<file path="src/rtl/calc_core_param.sv">
`default_nettype none
// +----------------------------------------------------------------------------+
// | calc_core_param                                                            |
// | Keypad calculator core: hex operand entry, stack register file, ALU with   |
// | multi-cycle shift-add multiply.                                            |
// | Revision: 1.0                                                              |
// +----------------------------------------------------------------------------+
module calc_core_param #(
  parameter int W  = 16,
  parameter int AW = 5
) (
  input  logic          clk_i,
  input  logic          rst_i,
  input  logic          key_valid_i,
  input  logic [3:0]    key_val_i,
  input  logic          mode_i,
  input  logic [AW-1:0] rd_addr_i,
  output logic [W-1:0]  rd_data_o,
  output logic [W-1:0]  disp_data_o,
  output logic          disp_we_o,
  output logic          busy_o,
  output logic          drop_o,
  output logic          err_o,
  output logic [3:0]    led_op_o,
  output logic [AW-1:0] ptr_o
);

  localparam int DEPTH = 2**AW;
  localparam int CW    = $clog2(W);
  localparam logic [W-1:0]  SHIFT_LIM = W'(W);
  localparam logic [AW:0]   DEPTH_MAX = (AW+1)'(DEPTH);
  localparam logic [CW-1:0] MUL_LAST  = CW'(W-1);
  localparam logic [3:0]    KEY_ENTER = 4'hF;
  localparam logic [3:0]    KEY_CLEAR = 4'hE;
  localparam logic [2:0]    OP_MUL    = 3'd7;

  typedef enum logic [1:0] {
    S_IDLE = 2'd0,
    S_EXEC = 2'd1,
    S_WB   = 2'd2
  } state_t;

  state_t          state_q, state_d;
  logic [W-1:0]    acc_q, acc_d, a_q, a_d, b_q, b_d, res_q, res_d, disp_q, disp_d;
  logic [AW-1:0]   ptr_q, ptr_d;
  logic [AW:0]     depth_q, depth_d;
  logic [2:0]      op_q, op_d;
  logic [3:0]      led_q, led_d;
  logic            err_q, err_d, dwe_q, dwe_d, drop_q, drop_d;
  logic [2*W-1:0]  mc_q, mc_d, prod_q, prod_d;
  logic [W-1:0]    mp_q, mp_d;
  logic [CW-1:0]   cnt_q, cnt_d;
  logic [W-1:0]    regs_q [DEPTH];

  logic            w_reg_we;
  logic [AW-1:0]   w_reg_waddr, w_top;
  logic [W-1:0]    w_reg_wdata, w_alu;
  logic [2*W-1:0]  w_prod_next;

  assign w_top       = ptr_q - 1'b1;
  assign w_prod_next = mp_q[0] ? (prod_q + mc_q) : prod_q;

  always_comb begin
    w_alu = '0;
    case (op_q)
      3'd0:    w_alu = a_q + b_q;
      3'd1:    w_alu = a_q - b_q;
      3'd2:    w_alu = a_q & b_q;
      3'd3:    w_alu = a_q | b_q;
      3'd4:    w_alu = a_q ^ b_q;
      3'd5:    w_alu = (b_q >= SHIFT_LIM) ? '0 : (a_q << b_q[CW-1:0]);
      3'd6:    w_alu = (b_q >= SHIFT_LIM) ? '0 : (a_q >> b_q[CW-1:0]);
      default: w_alu = '0;
    endcase
  end

  always_comb begin
    state_d = state_q; acc_d = acc_q; a_d = a_q; b_d = b_q; res_d = res_q;
    disp_d = disp_q; ptr_d = ptr_q; depth_d = depth_q; op_d = op_q; led_d = led_q;
    err_d = err_q; mc_d = mc_q; prod_d = prod_q; mp_d = mp_q; cnt_d = cnt_q;
    dwe_d = 1'b0; drop_d = 1'b0;
    w_reg_we = 1'b0; w_reg_waddr = ptr_q; w_reg_wdata = acc_q;
    case (state_q)
      S_IDLE: begin
        if (key_valid_i && !mode_i) begin
          if (|acc_q[W-1:W-4]) begin
            err_d = 1'b1;
          end else begin
            acc_d  = {acc_q[W-5:0], key_val_i};
            disp_d = {acc_q[W-5:0], key_val_i};
            dwe_d  = 1'b1;
          end
        end else if (key_valid_i) begin
          if (key_val_i == KEY_ENTER) begin
            w_reg_we = 1'b1;
            ptr_d    = ptr_q + 1'b1;
            depth_d  = (depth_q == DEPTH_MAX) ? depth_q : depth_q + 1'b1;
            acc_d    = '0;
            disp_d   = '0;
            dwe_d    = 1'b1;
            led_d    = key_val_i;
          end else if (key_val_i == KEY_CLEAR) begin
            acc_d   = '0;
            ptr_d   = '0;
            depth_d = '0;
            err_d   = 1'b0;
            disp_d  = '0;
            dwe_d   = 1'b1;
            led_d   = key_val_i;
          end else if (!key_val_i[3]) begin
            if (depth_q == '0) begin
              err_d = 1'b1;
            end else begin
              a_d     = regs_q[w_top];
              b_d     = acc_q;
              op_d    = key_val_i[2:0];
              led_d   = key_val_i;
              mc_d    = {{W{1'b0}}, regs_q[w_top]};
              mp_d    = acc_q;
              prod_d  = '0;
              cnt_d   = '0;
              state_d = S_EXEC;
            end
          end else begin
            err_d = 1'b1;
          end
        end
      end
      S_EXEC: begin
        drop_d = key_valid_i;
        if (op_q == OP_MUL) begin
          // One multiplier bit per cycle; the last partial product is folded in on exit.
          prod_d = w_prod_next;
          mc_d   = mc_q << 1;
          mp_d   = mp_q >> 1;
          cnt_d  = cnt_q + 1'b1;
          if (cnt_q == MUL_LAST) begin
            res_d   = w_prod_next[W-1:0];
            disp_d  = w_prod_next[W-1:0];
            dwe_d   = 1'b1;
            err_d   = err_q | (|w_prod_next[2*W-1:W]);
            state_d = S_WB;
          end
        end else begin
          res_d   = w_alu;
          disp_d  = w_alu;
          dwe_d   = 1'b1;
          state_d = S_WB;
        end
      end
      S_WB: begin
        drop_d      = key_valid_i;
        w_reg_we    = 1'b1;
        w_reg_waddr = w_top;
        w_reg_wdata = res_q;
        acc_d       = '0;
        state_d     = S_IDLE;
      end
      default: state_d = S_IDLE;
    endcase
  end

  always_ff @(posedge clk_i) begin
    if (rst_i) begin
      state_q <= S_IDLE; acc_q <= '0; a_q <= '0; b_q <= '0; res_q <= '0; disp_q <= '0;
      ptr_q <= '0; depth_q <= '0; op_q <= '0; led_q <= '0; err_q <= 1'b0;
      dwe_q <= 1'b0; drop_q <= 1'b0; mc_q <= '0; prod_q <= '0; mp_q <= '0; cnt_q <= '0;
      for (int i = 0; i < DEPTH; i++) regs_q[i] <= '0;
    end else begin
      state_q <= state_d; acc_q <= acc_d; a_q <= a_d; b_q <= b_d; res_q <= res_d;
      disp_q <= disp_d; ptr_q <= ptr_d; depth_q <= depth_d; op_q <= op_d; led_q <= led_d;
      err_q <= err_d; dwe_q <= dwe_d; drop_q <= drop_d; mc_q <= mc_d; prod_q <= prod_d;
      mp_q <= mp_d; cnt_q <= cnt_d;
      if (w_reg_we) regs_q[w_reg_waddr] <= w_reg_wdata;
    end
  end

  assign rd_data_o   = regs_q[rd_addr_i];
  assign disp_data_o = disp_q;
  assign disp_we_o   = dwe_q;
  assign busy_o      = (state_q != S_IDLE);
  assign drop_o      = drop_q;
  assign err_o       = err_q;
  assign led_op_o    = led_q;
  assign ptr_o       = ptr_q;

endmodule
`default_nettype wire

</file>
<file path="config.mk">
export PLATFORM = sky130hd
export DESIGN_NAME = calc_core_param
export DESIGN_NICKNAME = d
export VERILOG_FILES = /design/src/rtl/calc_core_param.sv
export SDC_FILE = /design/constraint.sdc
export NUM_CORES = 2
export LEC_CHECK = 0
export BUFFER_PORTS_ARGS = -buffer_cell sky130_fd_sc_hd__buf_2
export CAP_MARGIN = 10
export CORE_ASPECT_RATIO = 0.75
export CORE_MARGIN = 10
export CORE_UTILIZATION = 61
export CTS_BUF_LIST = sky130_fd_sc_hd__clkbuf_2 sky130_fd_sc_hd__clkbuf_4 sky130_fd_sc_hd__clkbuf_8
export CTS_CLUSTER_DIAMETER = 60
export DETAILED_ROUTE_END_ITERATION = 10
export PLACE_DENSITY = 0.78
export SYNTH_ARGS = -nofsm -noshare
export SYNTH_HDL_FRONTEND = slang
export SYNTH_SLANG_ARGS = --single-unit
</file>
<file path="constraint.sdc">
create_clock -name clk_i -period 4.8 [get_ports clk_i]
set_input_delay 0.72 -clock clk_i [delete_from_list [all_inputs] [get_ports clk_i]]
set_output_delay 0.72 -clock clk_i [all_outputs]
set_load 0.02 [all_outputs]
</file>
# [After elaboration in Yosys (flattened, before gate mapping)]
# Memories as Yosys holds them, arrays and structs flattened.
# Cells that the tools add are included.
[word_totals] reg_bits=187 inputBits=13 mem_bits_rw=512 mem_count=1
[memory_table] memory="regs_q" words=32 word_bits=16 read_ports=2 rd_clocked_by_memory_dff=0 wr=32 line="53" text="logic [W-1:0] regs_q [DEPTH];"
[op_classes] eq_ne=32 shift=2 add_sub_neg=7 muxes=95 n_lt_le_gt_ge=1 bitwise=10 reduce_logical=24
[op_table] operator="$mux W32" n=15
[op_table] operator="$mux W16" n=18
[op_table] operator="$pmux W32 S2" n=2
[op_table] operator="$pmux W16 S7" n=1
[op_table] operator="$pmux W16 S2" n=3
[op_table] operator="$mux W4" n=11
[op_table] operator="$add A32 B32 Y32" n=1
[op_table] operator="$reduce_or A16 Y1" n=2
[op_table] operator="$mux W1" n=25
[op_table] operator="$reduce_and A7 Y1" n=3
[op_table] operator="$mux W5" n=4
[op_table] operator="$mux W6" n=3
[op_table] operator="$ne A2 B2 Y1 const B" n=9
[op_table] operator="$ne A3 B3 Y1 const B" n=6
[op_table] operator="$add A16 B16 Y16" n=1
[op_table] operator="$and A16 B16 Y16" n=1
[op_table] operator="$ge A16 B5 Y1 const B" n=1
[op_table] operator="$mux W2" n=8
[op_table] operator="$or A16 B16 Y16" n=1
[op_table] operator="$shl A16 B4 Y16" n=1
[op_table] operator="$shr A16 B4 Y16" n=1
[op_table] operator="$sub A16 B16 Y16" n=1
[op_table] operator="$xor A16 B16 Y16" n=1
[op_table] operator="$reduce_and A5 Y1" n=3
[op_table] operator="31 further kinds" n=49

# [Logic depth before layout (Yosys ltp)]
[depth] depth_word=10 ltp_mapped=18

# [Least setup slack after synthesis]
# Ideal clock, no wire load.
[synth_path] path_kind="input -> output" start="input rd_addr_i[1]" end="output rd_data_o[0]" required_ns=4.080 cell_stages=5 arrival_ns=2.865 slack_ns=1.215 cell_sequence="buf_2 > buf_1 > mux4_2 > mux4_2 > mux2_2"
[synth_via] elab_chain_cells=1
[synth_lines] item="from (decl)" line="17" text="input logic [AW-1:0] rd_addr_i,"
[synth_lines] item="$mem_v2 Z32 W16"
[synth_lines] item="to (decl)" line="18" text="output logic [W-1:0] rd_data_o,"
# No other way between the ends.

# [Worst setup path in the final report]
[layout_path] start="register b_q[0]" end="register disp_q[15], in the netlist disp_data_o[15]"
[layout_via] elab_chain_cells=5
[layout_lines] item="from (decl)" line="44" text="logic [W-1:0] acc_q, acc_d, a_q, a_d, b_q, b_d, res_q, res_d, disp_q, disp_d;"
[layout_lines] item="from (signal assigned)" line="165" text="state_q <= S_IDLE; acc_q <= '0; a_q <= '0; b_q <= '0; res_q <= '0; disp_q <= '0;"
[layout_lines] item="from (signal assigned)" line="170" text="state_q <= state_d; acc_q <= acc_d; a_q <= a_d; b_q <= b_d; res_q <= res_d;"
[layout_lines] item="$ge A16 B5 Y1, or another cell as far along" line="71, 72"
[layout_lines] item="$mux W16, on equally long branches" line="72, 71"
[layout_lines] item="$pmux W16 S7 *" line="65" text="case (op_q)"
[layout_lines] item="$mux W16 *" line="131" text="if (op_q == OP_MUL) begin"
[layout_lines] item="$pmux W16 S2 *" line="83" text="case (state_q)"
[layout_lines] item="to (signal assigned)" line="171" text="disp_q <= disp_d; ptr_q <= ptr_d; depth_q <= depth_d; op_q <= op_d; led_q <= led_d;"
[layout_lines] item="to (decl)" line="44"
# Every way passes the cells marked *; elsewhere a longest branch is shown, timed or not.
# A chain may end at the register's enable or synchronous reset.

==> impl_metrics.tcl <==
set metrics [dict create \
    yosys.area_share.xor_xnor_pct 1.25 \
    gr-usage-all-layers_pct 34.8 \
    timing_startpoint_of_the_critical_path "b_q[0]" \
    global_route.overflow_total 0 \
    cts_max_level 3 \
    synthArstFlopShare_pct 0 \
    synth-adder-area-share_pct 2.86 \
    largest_family_of_logic_cells_by_synthesized_area "multiplexers" \
    route.vias.total 31600 \
    cellInternalPower_mw 10.0 \
    synth.cell_area_mm2 0.0399 \
    cts_resized 0 \
    slowest_stage "sky130_fd_sc_hd__o41ai_1" \
    area_growth_syn_to_layout_pct 9.46 \
    clock_tree.buffer_depth 3 \
    slew_headroom_pct 17.6 \
    finalSetupViolCount 0 \
    place.port_buffers 57 \
    top_level_ports 58 \
    setup.reg_to_reg.worst_slack_ns 0.50 \
    finalSetupTns_ns 0 \
    seqPwrFrac_pct 50.6 \
    drt-pass1-iter-count 6 \
    yosys_top_cell_area_share_pct 38.6 \
    vdd.ir_drop.worst_mv 0.267 \
    worst_skew_pair.late_latency_ns 0.79 \
    final_cells 4452 \
    max_cap_viol_count 0 \
    clock_power_share_pct 41.6 \
    post-route-drc-count 0 \
    synth_seq_cells 699 \
    timing.rr.end "disp_data_o[15]" \
    dieArea_mm2 0.0761 \
    holdBufCountCts 0 \
    static-leakage-power_nw 14.9 \
    synth-main-ff-cell "sky130_fd_sc_hd__edfxtp_1" \
    power.density_mw_per_mm2 305 \
    run_status "completed" \
    final_max_slew_viol_count 0 \
    antenna_found_initial 6 \
    max_freq_mhz 232 \
    fin_hold_ws_ns 0.262 \
    number_of_global_route_vias_before_repair 30000 \
    crit_path_cell_trace "buf_4, nor3_1, nand2_1, o41ai_1, xnor2_1, ha_1, nand4_1, a211oi_1, nor2_1, a211oi_2, nor4_1, or4_1, nand3_2, a22oi_1, a211oi_2" \
    grt_pass1_wl_um 197000 \
    final_layout_size_suffix_gt1_share_pct 22.5 \
    clk_transition_reported_paths_ns 0.07 \
    globalplace.congestion 0.974 \
    list_of_most_frequent_post_synthesis_cells "sky130_fd_sc_hd__nor2_1 (704), sky130_fd_sc_hd__edfxtp_1 (512), sky130_fd_sc_hd__mux4_2 (315), sky130_fd_sc_hd__nand2_1 (301), sky130_fd_sc_hd__dfxtp_1 (187)" \
    synth_edf_count 512 \
    die_height_um 241 \
    finalWirelength_um 133000 \
    cpMostUsedCell "sky130_fd_sc_hd__a211oi_2" \
    top_post_synthesis_cells_by_area "sky130_fd_sc_hd__edfxtp_1 (39%), sky130_fd_sc_hd__mux4_2 (18%), sky130_fd_sc_hd__dfxtp_1 (9.4%)" \
    dieWidth_um 315 \
    drt_iter0_drc 5132 \
    synth_mux_area_share_pct 20.8 \
    post-route-worst-setup-slack_ns 0.499 \
    tritoncts_buffer_count 110 \
    worstSetupStartpointType "register" \
    critical_path.max_fanout 19 \
    fin_crit_sh_pct 89.6 \
    critPathKind "register to register" \
    final_core_util_pct 67.1 \
    worstPathArrival_ns 5.01 \
    ant_nets 0 \
    syn-mean-instance-area_um2 11.5 \
    rsz_0062_raised_after_global_routing "no" \
    clock_sink_count 699 \
    worstReg2RegStart "b_q[0]" \
    tritoncts "built" \
    cts.repair_timing.setup_buffer_count 0 \
    synthDistinctLibCells 100 \
    cell_count_after_placement 4240 \
    post_drt_via_cell_ratio 7.10 \
    power.net_switching_mw 3.24 \
    timing.critical_path.required_ns 5.50 \
    r2r_cells 15 \
    power.share.switching_pct 24.4 \
    holdCritPathClass "input port to register" \
    setup.worst_path.end "disp_data_o[15]" \
    floorplan.core_area_mm2 0.0650 \
    finish.net_count 3586 \
    initial_core_utilization_pct 61.3 \
    skew_ns 0.0504 \
    yosysWarningCount 0 \
    synth_compound_area_share_pct 8.99 \
    routed_wire_length_per_instance_um 29.9 \
    synthesis.nets 3581 \
    standard_cell_row_count 81 \
    maximum_number_of_pins_on_one_net_before_global_route_repair 95 \
    synth_largest_area_cell "sky130_fd_sc_hd__edfxtp_1" \
    report.final.hold_viol_count 0 \
    period_minus_slack_ns 4.30 \
    post_synth_and_or_nand_nor_area_fraction_pct 14.1 \
    num-fill-cells 4687 \
    syn_inst 3478 \
    worstMarginPinSlew_ns 1.22 \
    leading_cell_type_by_number_of_instances_after_synthesis "sky130_fd_sc_hd__nor2_1" \
    hpwlAfterDp_um 90900 \
    critical_path.max_stage_delay_ns 0.55 \
    power.share.combinational_pct 7.7 \
    critPathCaptureType "register" \
    synth_seq_area_share_pct 48.0 \
    cts_root_buffer "sky130_fd_sc_hd__clkbuf_8" \
    pre_cts_ws_ns 0.581 \
]
[how the worst min path moves through the flow]
stage,to,startpoint,depth (start not counted),slack [ns]
6_report,op_q[2],key_val_i[2],3,0.26
5_1_grt,acc_q[1],key_val_i[1],3,0.24
4_1_cts,op_q[2],key_val_i[2],3,0.21
3_5_place_dp,led_op_o[0],led_op_o[0],2,0.46
3_3_place_gp,led_op_o[2],led_op_o[2],2,0.44
2_1_floorplan,res_q[0],res_q[0],2,0.44
[sequential cells by signal, indices dropped and copies added (netlist names), 16 cells and up]
| name | cells |
|---|---|
| a_q | 16 |
| acc_q | 16 |
| b_q | 16 |
| disp_data_o | 16 |
| mc_q | 32 |
| mp_q | 16 |
| prod_q | 32 |
| regs_q | 512 |
| res_q | 16 |
[final cells by class]
type                    instances  area (um2)  area share [%]
multi-input cells            2411       19400            44.5
flip-flops and latches        699       19100            43.8
clock buffers                 161        1970            4.52
repair buffers                183        1330            3.04
well taps                     871        1090            2.50
clock inverters                44         402           0.921
inverters                      78         293           0.671
diodes                          5        12.5          0.0287
[cells by family (layout without fill, tap and decap cells)]
family	Yosys count	count (layout)
compound gates	538	538
xor+xnor	56	56
fa+ha+maj	90	90
buf+inv	368	466
flops	699	699
mux	418	418
other cells	0	5
simple gates	1309	1309
[layout by cell type (no fill, tap or decap), drive strengths merged, types with 7 or more instances in the layout]
cell,synthesis,routed
a211oi,54,54
mux4,322,322
o21bai,7,7
or3,15,15
nor2b,7,7
xnor2,35,35
ha,88,88
a22oi,42,42
dfxtp,187,187
a21o,15,15
nand4,23,23
bufinv,0,7
and3,13,13
xor2,21,21
nand2b,45,45
a31oi,49,49
clkbuf,172,162
nor3,27,27
mux2i,65,65
clkinv,0,32
nand3,112,112
edfxtp,512,512
nor2,708,708
nand2,315,315
a221oi,17,17
mux2,31,31
a211o,7,7
o21ai,96,96
a21oi,164,164
inv,78,80
buf,118,182
o211ai,12,12
o21a,8,8
and2,12,12
[power by group through the flow]
stage | clock (mW) | combinational, mW | sequential (mW)
after floorplan | 0 | 0.619 | 6.81
after global placement | 0 | 0.966 | 6.83
after detailed placement | 0 | 0.982 | 6.85
after CTS | 5.54 | 0.987 | 6.72
after global routing | 5.82 | 1.05 | 6.74
final | 5.53 | 1.03 | 6.73
[layer usage]
metal	vias to the layer above	share of wire [%]	global-route usage, %
met5	-	0.019	0
met4	4	3.2	10.5
met3	345	18	16.1
met2	2711	42	48.3
met1	15600	37	48.3
li1	13000	-	-
[critical path, delay by kind of cell, from the launching register on]
| kind | cells | cell delay (ns) |
|---|---|---|
| flops | 1 | 0.31 |
| compound gates | 5 | 1.54 |
| xor+xnor | 1 | 0.14 |
| fa+ha+maj | 1 | 0.43 |
| simple gates | 7 | 1.61 |
| buf+inv | 1 | 0.22 |
[per-stage QoR]
stage,total power [mW],area (um2)
4_1_cts,13.2,43600
2_1_floorplan,7.43,39900
3_5_place_dp,7.83,41200
3_3_place_gp,7.80,41200
5_1_grt,13.6,43600
6_report,13.3,43600
Note: power is estimated with default switching activity, not from simulation.
